--- src/rtl/axil_csr_bank.sv ---
// AXI4-Lite CSR bank: reg 0 is COMMAND/STATUS with start pulse, sticky done and irq;
// regs 1..NUM_REGS-1 are plain read/write registers exported flat on regs_o.
module axil_csr_bank #(
    parameter int unsigned ADDR_W   = 12,
    parameter int unsigned DATA_W   = 32,
    parameter int unsigned NUM_REGS = 8
) (
    input  logic                             clk,
    input  logic                             rst,
    input  logic [ADDR_W-1:0]                s_axi_awaddr,
    input  logic                             s_axi_awvalid,
    output logic                             s_axi_awready,
    input  logic [DATA_W-1:0]                s_axi_wdata,
    input  logic [DATA_W/8-1:0]              s_axi_wstrb,
    input  logic                             s_axi_wvalid,
    output logic                             s_axi_wready,
    output logic [1:0]                       s_axi_bresp,
    output logic                             s_axi_bvalid,
    input  logic                             s_axi_bready,
    input  logic [ADDR_W-1:0]                s_axi_araddr,
    input  logic                             s_axi_arvalid,
    output logic                             s_axi_arready,
    output logic [DATA_W-1:0]                s_axi_rdata,
    output logic [1:0]                       s_axi_rresp,
    output logic                             s_axi_rvalid,
    input  logic                             s_axi_rready,
    output logic [DATA_W-1:0]                cmd_o,
    output logic                             start_o,
    input  logic                             done_i,
    output logic                             irq_o,
    output logic [(NUM_REGS-1)*DATA_W-1:0]   regs_o
);

    localparam int unsigned STRB_W = DATA_W / 8;
    localparam int unsigned OFF_W  = $clog2(STRB_W);
    localparam int unsigned IDX_W  = ADDR_W - OFF_W;
    localparam logic [1:0]  RESP_OKAY   = 2'b00;
    localparam logic [1:0]  RESP_SLVERR = 2'b10;

    logic                aw_full_q, w_full_q;
    logic [IDX_W-1:0]    aw_idx_q;
    logic [DATA_W-1:0]   w_data_q;
    logic [STRB_W-1:0]   w_strb_q;
    logic                bvalid_q, rvalid_q;
    logic [1:0]          bresp_q, rresp_q;
    logic [DATA_W-1:0]   rdata_q;
    logic [DATA_W-1:0]   regs_q [NUM_REGS];
    logic                done_flag_q, start_q;

    logic                aw_hs, w_hs, ar_hs, commit;
    logic [NUM_REGS-1:0] wr_sel, wr_en;
    logic                wr_hit, rd_hit, cmd_rise, done_clr, done_flag_d;
    logic [DATA_W-1:0]   cmd_new, status, rd_data;
    logic [IDX_W-1:0]    ar_idx;
    logic                unused_addr;

    assign unused_addr = ^{s_axi_awaddr[OFF_W-1:0], s_axi_araddr[OFF_W-1:0]};

    assign s_axi_awready = ~aw_full_q & ~bvalid_q;
    assign s_axi_wready  = ~w_full_q & ~bvalid_q;
    assign s_axi_arready = ~rvalid_q;
    assign aw_hs  = s_axi_awvalid & s_axi_awready;
    assign w_hs   = s_axi_wvalid & s_axi_wready;
    assign ar_hs  = s_axi_arvalid & s_axi_arready;
    assign commit = aw_full_q & w_full_q;
    assign ar_idx = s_axi_araddr[ADDR_W-1:OFF_W];
    assign status = {regs_q[0][DATA_W-1:2], regs_q[0][0] & ~done_flag_q, done_flag_q};

    always_comb begin
        wr_sel  = '0;
        rd_hit  = 1'b0;
        rd_data = '0;
        for (int unsigned k = 0; k < NUM_REGS; k++) begin
            if (aw_idx_q == IDX_W'(k)) wr_sel[k] = 1'b1;
            if (ar_idx == IDX_W'(k)) begin
                rd_hit  = 1'b1;
                rd_data = (k == 0) ? status : regs_q[k];
            end
        end
        wr_hit = |wr_sel;
        wr_en  = wr_sel & {NUM_REGS{commit}};
    end

    always_comb begin
        cmd_new = regs_q[0];
        for (int unsigned b = 0; b < STRB_W; b++) begin
            if (w_strb_q[b]) cmd_new[b*8 +: 8] = w_data_q[b*8 +: 8];
        end
        cmd_rise    = wr_en[0] & ~regs_q[0][0] & cmd_new[0];
        done_clr    = wr_en[0] & (cmd_rise | ~cmd_new[0]);
        // A completion in the same cycle as a clearing write wins.
        done_flag_d = done_i | (done_flag_q & ~done_clr);
    end

    always_ff @(posedge clk or posedge rst) begin
        if (rst) begin
            for (int unsigned k = 0; k < NUM_REGS; k++) regs_q[k] <= '0;
        end else begin
            for (int unsigned k = 0; k < NUM_REGS; k++) begin
                if (wr_en[k]) begin
                    for (int unsigned b = 0; b < STRB_W; b++) begin
                        if (w_strb_q[b]) regs_q[k][b*8 +: 8] <= w_data_q[b*8 +: 8];
                    end
                end
            end
        end
    end

    always_ff @(posedge clk or posedge rst) begin
        if (rst) begin
            aw_full_q   <= 1'b0;
            aw_idx_q    <= '0;
            w_full_q    <= 1'b0;
            w_data_q    <= '0;
            w_strb_q    <= '0;
            bvalid_q    <= 1'b0;
            bresp_q     <= RESP_OKAY;
            rvalid_q    <= 1'b0;
            rresp_q     <= RESP_OKAY;
            rdata_q     <= '0;
            done_flag_q <= 1'b0;
            start_q     <= 1'b0;
        end else begin
            if (aw_hs) begin
                aw_full_q <= 1'b1;
                aw_idx_q  <= s_axi_awaddr[ADDR_W-1:OFF_W];
            end
            if (w_hs) begin
                w_full_q <= 1'b1;
                w_data_q <= s_axi_wdata;
                w_strb_q <= s_axi_wstrb;
            end
            if (commit) begin
                aw_full_q <= 1'b0;
                w_full_q  <= 1'b0;
                bvalid_q  <= 1'b1;
                bresp_q   <= wr_hit ? RESP_OKAY : RESP_SLVERR;
            end else if (bvalid_q && s_axi_bready) begin
                bvalid_q <= 1'b0;
            end
            if (ar_hs) begin
                rvalid_q <= 1'b1;
                rdata_q  <= rd_data;
                rresp_q  <= rd_hit ? RESP_OKAY : RESP_SLVERR;
            end else if (rvalid_q && s_axi_rready) begin
                rvalid_q <= 1'b0;
            end
            done_flag_q <= done_flag_d;
            start_q     <= cmd_rise;
        end
    end

    assign s_axi_bvalid = bvalid_q;
    assign s_axi_bresp  = bresp_q;
    assign s_axi_rvalid = rvalid_q;
    assign s_axi_rresp  = rresp_q;
    assign s_axi_rdata  = rdata_q;
    assign cmd_o        = regs_q[0];
    assign start_o      = start_q;
    assign irq_o        = done_flag_q & regs_q[0][1];

    for (genvar k = 1; k < NUM_REGS; k++) begin : g_regs_o
        assign regs_o[k*DATA_W-1 -: DATA_W] = regs_q[k];
    end

endmodule

--- config.mk ---
export PLATFORM = sky130hd
export DESIGN_NAME = axil_csr_bank
export DESIGN_NICKNAME = d
export VERILOG_FILES = /design/src/rtl/axil_csr_bank.sv
export SDC_FILE = /design/constraint.sdc
export NUM_CORES = 1
export LEC_CHECK = 0
export BUFFER_PORTS_ARGS = -buffer_cell sky130_fd_sc_hd__buf_2
export CAP_MARGIN = 20
export CORE_MARGIN = 2
export CORE_UTILIZATION = 40
export CTS_BUF_LIST = sky130_fd_sc_hd__clkbuf_8 sky130_fd_sc_hd__clkbuf_16
export DETAILED_ROUTE_END_ITERATION = 8
export PLACE_DENSITY = 0.59
export RECOVER_POWER = 25
export SYNTH_ARGS = -nofsm -noshare
export SYNTH_HDL_FRONTEND = slang
export SYNTH_SLANG_ARGS = --single-unit
--- constraint.sdc ---
create_clock -name clk -period 31.4 [get_ports clk]
set_clock_uncertainty 0.15 [all_clocks]
set_input_delay 3.14 -clock clk [delete_from_list [all_inputs] [get_ports clk]]
set_output_delay 3.14 -clock clk [all_outputs]
set_load 0.02 [all_outputs]
== Word-level counts from Yosys, hierarchy flattened ==
Cells that the tools add are included.

* Add/subtract/negate cells: 0
* Magnitude comparators: 0
* Equality and inequality tests: 14
* Bitwise gates (word level): 23
* Reductions and logical operators: 41
* Multiply operators: 0
* Muxes and demuxes: 35
* Shift operators: 0
* Div/mod/pow operators: 0

{| class="wikitable"
|+ Operators by type and width
! operator !! number
|-
| 2-to-1 mux 32 bit || 8
|-
| equality test 10 x 3 -> 1 bit (second input constant) || 8
|-
| AND reduction 2 bit || 32
|-
| equality test 10 x 2 -> 1 bit (second input constant) || 4
|-
| 2-to-1 mux 1 bit || 25
|-
| equality test 10 x 1 -> 1 bit (second input constant) || 2
|-
| logical NOT 10 bit || 2
|-
| AND 1 bit || 12
|-
| AND 8 bit || 1
|-
| NOT 1 bit || 8
|-
| nonzero test 2 bit || 4
|-
| OR reduction 8 bit || 1
|-
| 2-to-1 mux 2 bit || 2
|-
| logical AND 1 bit || 2
|-
| OR 1 bit || 2
|}

* Input bits: 68
* Latch bits: 0
* Memories: 0
* Bits in registers: 344
* Memory bits (read-only): 0
* Bits in writable memories: 0
* Output and inout port bits: 299
* Logic and storage cells: 158

== Logic depth before layout (Yosys ltp) ==
Gate-level depths: netlist of run 1.

* Depth after elaboration: 10
* Gate-level depth with buffers: 8
* Mapped depth without buffers: 5

== Worst setup path after synthesis of run 1 ==
No wires, ideal clock.

* Path type: input-to-reg
* Start: input port s_axi_araddr[7]
* End: register rdata_q[0], in the netlist s_axi_rdata[0]
* Buffers on the path: 1
* Arrival: 4633 ps
* Slack: 26539 ps
* Data required time: 31172 ps
* Library setup time: 78 ps
* Stages on the path: 6
* Path through: or4_4 nor4_4 buf_6 o211ai_2 o211ai_2 o2bb2ai_1

* Longest elaborated chain between the ends: 9
* Elaborated cells between the ends (all ways): 16
* Those cells by class: eq/ne (7); mux (8); reduce/logical (1)

{| class="wikitable"
|+ Ends and longest elaborated chain
! item !! RTL line !! source
|-
| start, declared || 20 || <nowiki>input logic [ADDR_W-1:0] s_axi_araddr,</nowiki>
|-
| logical NOT 10 bit || 75 || <nowiki>if (ar_idx == IDX_W'(k)) begin</nowiki>
|-
| 2-to-1 mux 32 bit (7 in series) || 75 ||
|-
| 2-to-1 mux 32 bit * || 75 ||
|-
| end signal, assigned || 143 || <nowiki>rdata_q <= rd_data;</nowiki>
|-
| end, declared || 46 || <nowiki>logic [DATA_W-1:0] rdata_q;</nowiki>
|}

Every way passes the cells marked *; elsewhere a longest branch is shown, timed or not.
A chain may end at the register's enable or synchronous reset.

== Worst setup path after layout of run 1 ==
* Start: input port s_axi_araddr[2]
* End: register rdata_q[4], in the netlist s_axi_rdata[4]

The elaborated chain is that of the path after synthesis.

==> impl_metrics.csv, run 1 <==
group,metric,value,unit
sta,max_freq,0.178,GHz
sta,tns,0,ns
yosys,netlist_area,15400,µm²
floorplan,core_area,37800,µm²
routing,avgRoutedWirePerCell,24.8,µm
floorplan,rows,71,
clock_tree,postCtsSetupRepairBufs,0,
placement,io_buffers,360,
placement,place.gp.congestion,0.777,
routing,vias,11736,
routing,dr.pass1.iters,7,
clock_tree,clk_latency,0.56,ns
worst_setup_path,worstSetupEndpointType,"flip-flop",
clock_tree,post_cts_resized,0,
grt,antenna_found_initial,2,
flow_run,cap_viol_max_count,0,
clock_tree,cts.clk_slew.worst_paths,0.06,ns
floorplan,initial_utilization,40.7,%
worst_setup_path,r2r_slack,27.58,ns
yosys,synth_edf_count,0,
grt,grt_max_degree,139,
yosys,yosysUniqueCellTypes,48,
run_status,status,"finished, final reports clean",
placement,placedCellCount,2047,
routing,drt_iter0_markers,702,
floorplan,die_y,200,µm
worst_setup_path,reg2reg_depth,5,
power_and_ir_drop,power.leakage,9.98,nW
hold_path,hp-class,"reg -> reg",
yosys,syn_inst,1229,
sta,rsz0062_at_grt,"false",
grt,grt_overflow,0,
worst_setup_path,path_class,"in -> reg",
clock_tree,cts_made_buffers,40,
worst_setup_path,r2r_end,"cmd_o[27]",
layout,post_route_cells_drive_above_1_share,49.2,%
layout,multi_input_area,6340,µm²
clock_tree,cts_buffer_depth,3,
power_and_ir_drop,power.density,64.3,nW/µm²
sta,slew_viol_final,0,
layout,fin_cells,2117,
placement,place_hpwl,34100,µm
clock_tree,cts-root-buf,"clkbuf_16",
floorplan,ioPinCount,367,
hold_path,holdCritStartpoint,"w_full_q",
layout,fin_nets,1646,
routing,avgViaCountPerCell,5.54,
layout,layout_commonest_cell,"buf_2",
floorplan,die-area,40000,µm²
worst_setup_path,critPathMaxFanout,38,
yosys,yosysWarnings,0,
routing,drt_wl_total,52600,µm
sta,worst_slew_pin_slew,1.32,ns
routing,drc_errors,0,
worst_setup_path,startpoint_type,"input port",
sta,relSlewSlack,11.6,%
worst_setup_path,cp.arrival,5.95,ns
grt,first_global_vias,11952,
sta,hold_viol,0,
yosys,async_flop_share,100,%
hold_path,hold_end,"aw_full_q",
worst_setup_path,cp.required,31.74,ns
sta,setup_viol,0,
grt,track_usage,26.3,%
clock_tree,cts_tree,"built",
clock_tree,cts_hold_buffers,0,
clock_tree,htreeDepth,2,
layout,fillers,3510,
layout,syn_to_final_growth,22.9,%
layout,final_cell_mix,"buf_2, dfrtp_1, mux2_2",
sta,min_period,5.61,ns
floorplan,die_w,200,µm
grt,grt_pass1_wl,77000,µm
yosys,ys.flop_type,"dfrtp_1",
clock_tree,cts.sinks,342,
sta,fin_crit_sh,17.9,%
yosys,synth-seq-cells,342,
yosys,yosysSeqAreaShare,55.7,%
power_and_ir_drop,peakVddDrop,0.0000433,V
hold_path,whs_path_depth,1,
worst_setup_path,worstReg2RegStart,"aw_idx_q[3]",
yosys,syn_area_per_cell,12.5,µm²
routing,ant_nets,0,
layout,seq_area,8560,µm²
cell type report:
type                            instances  area share [%]
Clock buffer                           50            6.09
Multi-Input combinational cell        783            33.6
Sequential cell                       342            45.3
Antenna cell                            1          0.0132
Inverter                               37           0.775
Tap cell                              511            3.38
Clock inverter                         19           0.715
Timing Repair Buffer                  374            10.2
metrics by stage:
stage	hold WS, ns	instance area, µm²	util, %	power, W	setup WS, ns
6_report	0.345	18900	50.0	0.00122	25.79
3_5_place_dp	0.344	17700	46.8	0.000770	25.33
2_1_floorplan	0.304	15400	-	0.000685	18.63
5_1_grt	0.365	18900	50.0	0.00127	25.69
4_1_cts	0.352	19000	50.2	0.00123	25.87
3_3_place_gp	0.336	17700	46.8	0.000764	25.35
logic make-up (layout without fill, tap and decap cells):
group,Yosys count,count (layout),share of synthesized area (%)
other,1,3,0.0244
flip-flops,342,342,55.7
multiplexers,302,302,22.2
AND/OR/NAND/NOR,186,186,5.97
AO/OA/AOI/OAI,293,293,13.3
buffers and inverters,105,480,2.81
synthesized netlist by cell type, types with 3 or more instances:
cell,n,area (µm²)
buf_2,6,30.0
nand2_2,24,150
buf_6,3,33.8
o22ai_1,3,18.8
nor2_1,79,297
nand3_1,6,30.0
o211ai_2,34,425
o21ai_0,127,636
o2bb2ai_1,22,193
nand4_1,3,18.8
a31oi_1,3,18.8
inv_1,37,139
clkbuf_1,54,203
and3_1,3,18.8
a21oi_1,30,150
buf_1,3,11.3
nand2b_1,5,31.3
dfrtp_1,342,8560
a21o_1,10,75.1
o211ai_1,25,188
and2_1,4,25.0
a221oi_1,30,263
nand2_1,44,165
mux2_2,300,3380
worst max-delay path by stage:
| stage | start | endpoint | slack (ns) | cells past startpoint |
|---|---|---|---|---|
| floorplan | rst | aw_full_q | 18.63 | 1 |
| global placement | s_axi_araddr[2] | s_axi_rdata[15] | 25.35 | 6 |
| detailed placement | s_axi_araddr[2] | s_axi_rdata[4] | 25.33 | 6 |
| CTS | s_axi_araddr[2] | s_axi_rdata[4] | 25.87 | 6 |
| global route | s_axi_araddr[2] | s_axi_rdata[15] | 25.69 | 6 |
| finish | s_axi_araddr[2] | s_axi_rdata[4] | 25.79 | 6 |
critical path, stage by stage:
cell	delay (ns)
buf_2	0.57
buf_4	0.54
or2_2	1.02
o211ai_1	0.25
o211ai_2	0.22
a21o_1	0.13
report_power, final:
part | switching, W | internal, W
combinational | 0.000102 | 0.0000772
clock | 0.000185 | 0.000273
sequential | 0.0000832 | 0.000495
total | 0.000370 | 0.000845
registers in the layout, indices dropped and copies added, names as in the netlist, 4 cells and up:
name         cells
w_strb_q         4
w_data_q        32
cmd_o           32
regs_o         224
s_axi_rdata     32
aw_idx_q        10
per-layer routing:
metal | GRT usage (%) | vias to the layer above | wire [µm] | share of wire (%)
met2 | 43.4 | 431 | 25100 | 48
met5 | 0 | - | 13 | 0.025
met1 | 33.7 | 6055 | 21800 | 42
met4 | 9.03 | 2 | 1390 | 2.6
li1 | - | 5165 | - | -
met3 | 6.65 | 83 | 4270 | 8.1
Note: power is estimated with default switching activity, not from simulation.
==> run 2: changes to the inputs <==
- clock period: 31.4 -> 5.25 ns (I/O delays scaled with it)
==> impl_metrics.csv, run 2 (synthesized netlist as in run 1, its figures left out) <==
group,metric,value,unit
sta,hold_viol,0,
layout,layout_commonest_cell,"buf_2",
worst_setup_path,cp.arrival,3.90,ns
power_and_ir_drop,power.density,386,nW/µm²
layout,fillers,3405,
power_and_ir_drop,pwr-share-seq,47.4,%
worst_setup_path,cp.required,5.52,ns
grt,first_global_vias,11810,
floorplan,die_w,200,µm
run_status,status,"finished with violations",
power_and_ir_drop,p_sw_share,30.3,%
grt,track_usage,26.0,%
worst_setup_path,crit_path_max_incr_delay,2.15,ns
sta,tns,0,ns
power_and_ir_drop,power.share.clock,37.9,%
floorplan,die-area,40000,µm²
sta,setup_viol,0,
grt,antenna_found_initial,2,
placement,io_buffers,360,
routing,drt_wl_total,51900,µm
clock_tree,clk_latency,0.56,ns
flow_run,cap_viol_max_count,2,
clock_tree,cts-root-buf,"clkbuf_16",
layout,final_cell_mix,"buf_2, dfrtp_1, mux2_2",
sta,fin_crit_sh,69.2,%
routing,avgRoutedWirePerCell,24.4,µm
clock_tree,cts_buffer_depth,3,
worst_setup_path,critPathMaxFanout,38,
floorplan,core_area,37800,µm²
worst_setup_path,slowest_stage,"clkbuf_1",
grt,grt_overflow,0,
clock_tree,post_cts_resized,0,
worst_setup_path,path_class,"reg -> reg",
power_and_ir_drop,power.leakage,10.0,nW
worst_setup_path,startpoint_type,"flip-flop",
clock_tree,cts_tree,"built",
routing,ant_nets,0,
floorplan,rows,71,
placement,place_hpwl,35100,µm
worst_setup_path,path_delay_family,"buffers and inverters",
sta,slew_viol_final,71,
clock_tree,htreeDepth,2,
grt,grt_max_degree,118,
clock_tree,cts.sinks,342,
sta,worst_slew_pin_slew,3.05,ns
layout,post_route_cells_drive_above_1_share,50.2,%
clock_tree,cts_made_buffers,40,
power_and_ir_drop,power.switching,0.00223,W
sta,min_period,3.63,ns
layout,largest_reg_flops,224,
worst_setup_path,crit_buf_inv,1,
sta,rsz0062_at_grt,"false",
routing,drt_iter0_markers,573,
routing,vias,11843,
clock_tree,cts.clk_slew.worst_paths,0.06,ns
grt,grt_pass1_wl,76600,µm
placement,place.gp.congestion,0.814,
sta,relSlewSlack,-104,%
worst_setup_path,crit_chain,"nor2_1, and2_2, clkbuf_1, mux2_2",
layout,fin_nets,1655,
floorplan,initial_utilization,40.7,%
layout,syn_to_final_growth,24.1,%
routing,avgViaCountPerCell,5.57,
routing,drc_errors,0,
power_and_ir_drop,peakVddDrop,0.000322,V
power_and_ir_drop,p_total,0.00736,W
worst_setup_path,worstSetupEndpointType,"flip-flop",
power_and_ir_drop,p_comb_share,14.8,%
routing,dr.pass1.iters,5,
sta,max_freq,0.275,GHz
floorplan,die_y,200,µm
hold_path,hp-class,"in -> reg",
floorplan,ioPinCount,367,
run_status,violations,"capacitance limit, slew limit",
power_and_ir_drop,power.internal,0.00513,W
-- run 2: changes by cell type in the layout (fill, tap and decap cells not counted), moves of 3 or more --
cell           before  now
clkbuf_1            0    9
nand2_2             2   25
clkinv_2            9    3
nand2_1            66   43
inv_1              44   48
buf_2             360  354
dlygate4sd3_1       0    3
-- run 2: final timing paths --
check	from	cells after the start	slack, ns	end
hold reg to reg	aw_idx_q[6]	1	0.36	aw_idx_q[6]
setup reg to reg	w_full_q	4	1.62	w_data_q[2]
min in group asynchronous	rst	3	0.30	regs_o[29]
max in group asynchronous	rst	5	2.01	regs_o[167]
setup / recovery	w_full_q	4	1.62	w_data_q[2]
hold / removal	s_axi_wdata[26]	2	0.04	w_data_q[26]
-- run 2: worst reg2reg max path, delay by kind of cell, from the launching register on --
family,cells,cell delay [ns]
mux,1,0.51
buf+inv,1,2.15
flops,1,0.41
simple gates,2,0.28
-- run 2: power by group through the flow --
stage	Combinational, W	Sequential, W	Clock (W)
after detailed placement	0.00108	0.00352	0
after floorplan	0.000633	0.00346	0
after global routing	0.00119	0.00355	0.00295
final	0.00109	0.00348	0.00279
after CTS	0.00109	0.00348	0.00284
after global placement	0.00107	0.00351	0
-- run 2: final cells by class --
class                           instances  area (µm²)  share of cell area, %
Antenna cell                            2        5.00                 0.0262
Clock buffer                           50        1150                   6.03
Clock inverter                         20         168                  0.879
Inverter                               37         140                  0.734
Multi-Input combinational cell        783        6420                   33.6
Sequential cell                       342        8560                   44.9
Tap cell                              511         639                   3.35
Timing Repair Buffer                  383        2000                   10.5
-- run 2: per-stage QoR --
stage | worst slack (ns) | area (µm²) | util (%) | instances | hold WS [ns]
finish | 1.62 | 19100 | 50.5 | 2128 | 0.0423
floorplan | 0.000487 | 15400 | - | 1230 | 0.304
global placement | 1.99 | 17700 | 47.0 | 2052 | 0.338
CTS | 2.47 | 19100 | 50.5 | 2124 | 0.0173
global route | 1.41 | 19100 | 50.5 | 2126 | 0.0337
detailed placement | 2.00 | 17700 | 47.0 | 2052 | 0.348
-- run 2: layer usage --
layer / vias to the layer above / part of all wire (%) / routed length, µm / GRT usage [%]
li1: 5212 / - / - / -
met1: 6114 / 42 / 21900 / 34.5
met2: 446 / 47 / 24500 / 42.5
met3: 69 / 8.5 / 4420 / 6.80
met4: 2 / 2.0 / 1020 / 6.78
met5: - / 0.031 / 16 / 0
-- run 2: what timing repair did --
item / CTS / global route
hold buffers: 2 / 1
buffers inserted: 0 / 0
hold endpoints to repair: 2 / 4
==> run 3: changes to the inputs <==
- ABC_AREA: unset -> 1
- PLACE_DENSITY: 0.59 -> 0.6
- clock period: 5.25 -> 3.75 ns (I/O delays scaled with it)
==> impl_metrics.csv, run 3 <==
group,metric,value,unit
routing,drc_errors,0,
layout,fin_cells,2733,
placement,dpl_cell_area,17500,µm²
clock_tree,cts-root-buf,"clkbuf_16",
routing,dr_wl_met2,24900,µm
clock_tree,clk_latency,0.55,ns
sta,tns,0,ns
routing,drt_iter0_markers,1092,
floorplan,core_area,37600,µm²
sta,fin_crit_sh,75.3,%
worst_setup_path,crit_chain,"inv_1, nand2_1, clkbuf_1, o21ai_0",
grt,track_usage,27.0,%
run_status,violations,"capacitance limit, slew limit",
layout,post_route_cells_drive_above_1_share,22.3,%
routing,vias,13888,
hold_path,hold_end,"s_axi_rdata[23]",
worst_setup_path,reg2reg_depth,4,
run_status,status,"finished with violations",
sta,whs,0.193,ns
worst_setup_path,r2r_end,"s_axi_rvalid",
routing,avgViaCountPerCell,5.08,
power_and_ir_drop,pwr-share-seq,44.7,%
routing,met3_length,3760,µm
yosys,yosysSeqAreaShare,56.3,%
power_and_ir_drop,power.internal,0.00653,W
yosys,async_flop_share,100,%
power_and_ir_drop,power.switching,0.00276,W
clock_tree,cts.clk_slew.worst_paths,0.06,ns
yosys,ys.flop_type,"dfrtp_1",
worst_setup_path,r2r_slack,0.93,ns
layout,final_area,19200,µm²
sta,min_period,2.82,ns
placement,place_hpwl,37800,µm
floorplan,die_y,199,µm
yosys,synth_top_area_share,56.3,%
clock_tree,cts_made_buffers,39,
sta,slew_viol_final,66,
layout,fillers,3648,
worst_setup_path,crit_path_max_incr_delay,1.65,ns
yosys,post-synth-top-count-cell,"nand2_1",
clock_tree,htreeDepth,2,
clock_tree,cts.sinks,342,
floorplan,ioPinCount,367,
hold_path,holdCritStartpoint,"s_axi_araddr[5]",
yosys,yosys.area.top_type,"dfrtp_1",
yosys,yosysUniqueCellTypes,35,
yosys,netlist_area,15200,µm²
hold_path,hp-class,"in -> reg",
sta,rsz0062_at_grt,"false",
grt,first_global_vias,13097,
worst_setup_path,cp.arrival,2.97,ns
power_and_ir_drop,peakVddDrop,0.000539,V
floorplan,rows,71,
floorplan,die_w,199,µm
placement,io_buffers,360,
power_and_ir_drop,power.leakage,10.3,nW
yosys,synth-seq-cells,342,
routing,drt_wl_total,53600,µm
yosys,syn_area_per_cell,8.44,µm²
routing,avgRoutedWirePerCell,19.6,µm
worst_setup_path,startpoint,"s_axi_rvalid",
sta,hold_viol,0,
routing,dr.pass1.iters,5,
grt,grt_max_degree,138,
floorplan,initial_utilization,40.5,%
power_and_ir_drop,p_sw_share,29.7,%
layout,final_cell_mix,"nand2_1, dfrtp_1, buf_2",
flow_run,cap_viol_max_count,2,
routing,highest_layer,"met4",
worst_setup_path,worstReg2RegStart,"s_axi_rvalid",
yosys,synth_edf_count,0,
floorplan,die-area,39600,µm²
sta,setup_viol,0,
layout,layout_commonest_cell,"nand2_1",
routing,ant_nets,0,
clock_tree,cts_buffer_depth,3,
grt,grt_overflow,0,
power_and_ir_drop,power.share.clock,40.4,%
yosys,yosysWarnings,0,
worst_setup_path,path_class,"reg -> reg",
layout,syn_to_final_growth,26.2,%
layout,largest_reg_flops,224,
power_and_ir_drop,p_comb_share,15.0,%
layout,fin_nets,2260,
hold_path,whs_path_depth,6,
worst_setup_path,startpoint_type,"flip-flop",
routing,wl_met1,23600,µm
yosys,syn_inst,1802,
sta,max_freq,0.354,GHz
yosys,synth_common_cells,"nand2_1, dfrtp_1, o21ai_0",
placement,placedCellCount,2612,
clock_tree,post_cts_resized,0,
worst_setup_path,worstSetupEndpointType,"flip-flop",
grt,grt_pass1_wl,80100,µm
worst_setup_path,critPathMaxFanout,34,
worst_setup_path,cp.required,3.89,ns
power_and_ir_drop,power.density,484,nW/µm²
yosys,ys_top_cells_by_area,"dfrtp_1, nand2_1, o21ai_0",
sta,relSlewSlack,-53.9,%
grt,antenna_found_initial,3,
clock_tree,cts_tree,"built",
placement,place.gp.congestion,0.871,
sta,worst_slew_pin_slew,2.31,ns
worst_setup_path,slowest_stage,"clkbuf_1",
layout,final_core_util,51.1,%
run 3: cell count changes after synthesis, sizes merged, moves of 15 or more:
| cell | previous run | this run |
|---|---|---|
| a21oi | 30 | 87 |
| o211ai | 59 | 1 |
| nor2 | 79 | 135 |
| inv | 37 | 129 |
| nand2 | 68 | 557 |
| a221oi | 30 | 0 |
| clkbuf | 54 | 39 |
| o21ai | 129 | 309 |
| o2bb2ai | 22 | 0 |
| nand4 | 3 | 18 |
| buf | 14 | 50 |
| mux2 | 301 | 6 |
| nand3 | 6 | 115 |
run 3: kinds of logic (layout without fill, tap and decap cells):
kind of cell | after synthesis | count (layout) | synth area share (%)
flops | 342 | 342 | 56.3
other cells | 1 | 5 | 0.0247
buf+inv | 218 | 634 | 6.05
simple gates | 835 | 835 | 23.2
compound gates | 400 | 400 | 14.0
mux | 6 | 6 | 0.444
run 3: layer usage:
metal / vias up / global-route usage, %
met2: 497 / 42.8
met4: 0 / 8.54
met1: 6660 / 37.2
met3: 81 / 5.44
met5: - / 0
li1: 6650 / -
run 3: repair_timing:
action                                 in CTS  in global routing
hold buffers                               50                  0
endpoints found under the hold margin      61                  0
setup buffers                               0                  0
setup endpoints to repair                   0                  0
run 3: area by class of cell:
class / instances / area (µm²) / area share [%]
Sequential cell: 342 / 8560 / 44.6
Multi-Input combinational cell: 1243 / 5740 / 29.9
Timing Repair Buffer: 437 / 2490 / 13.0
Clock buffer: 52 / 1180 / 6.14
Tap cell: 511 / 639 / 3.33
Inverter: 129 / 488 / 2.54
Clock inverter: 16 / 92.6 / 0.483
Antenna cell: 3 / 7.51 / 0.0391
run 3: how the worst max path moves through the flow:
stage	to	slack, ns	cells past startpoint
4_1_cts	regs_o[120]	1.18	7
6_report	s_axi_rvalid	0.93	4
2_1_floorplan	aw_full_q	-1.35	1
5_1_grt	regs_o[187]	0.66	4
3_5_place_dp	s_axi_rdata[12]	0.82	13
3_3_place_gp	s_axi_rdata[13]	0.88	13
run 3: per-stage QoR:
| stage | worst slack, ns | power, W |
|---|---|---|
| final | 0.928 | 0.00929 |
| after detailed placement | 0.818 | 0.00558 |
| after global routing | 0.664 | 0.00970 |
| after CTS | 1.18 | 0.00937 |
| after floorplan | -1.35 | 0.00505 |
| after global placement | 0.884 | 0.00554 |
run 3: power by group through the flow:
stage / clock [W] / sequential [W] / combinational (W)
floorplan: 0 / 0.00419 / 0.000860
detailed placement: 0 / 0.00422 / 0.00136
finish: 0.00375 / 0.00415 / 0.00139
global route: 0.00398 / 0.00419 / 0.00153
CTS: 0.00382 / 0.00415 / 0.00140
global placement: 0 / 0.00421 / 0.00133
run 3: worst max-delay path: cells and delay by family (launching register included):
kind / cells / cell delay (ns)
DFF: 1 / 0.34
and+or+nand+nor: 1 / 0.07
AOI/OAI and AO/OA: 1 / 0.30
buffers and inverters: 2 / 1.71
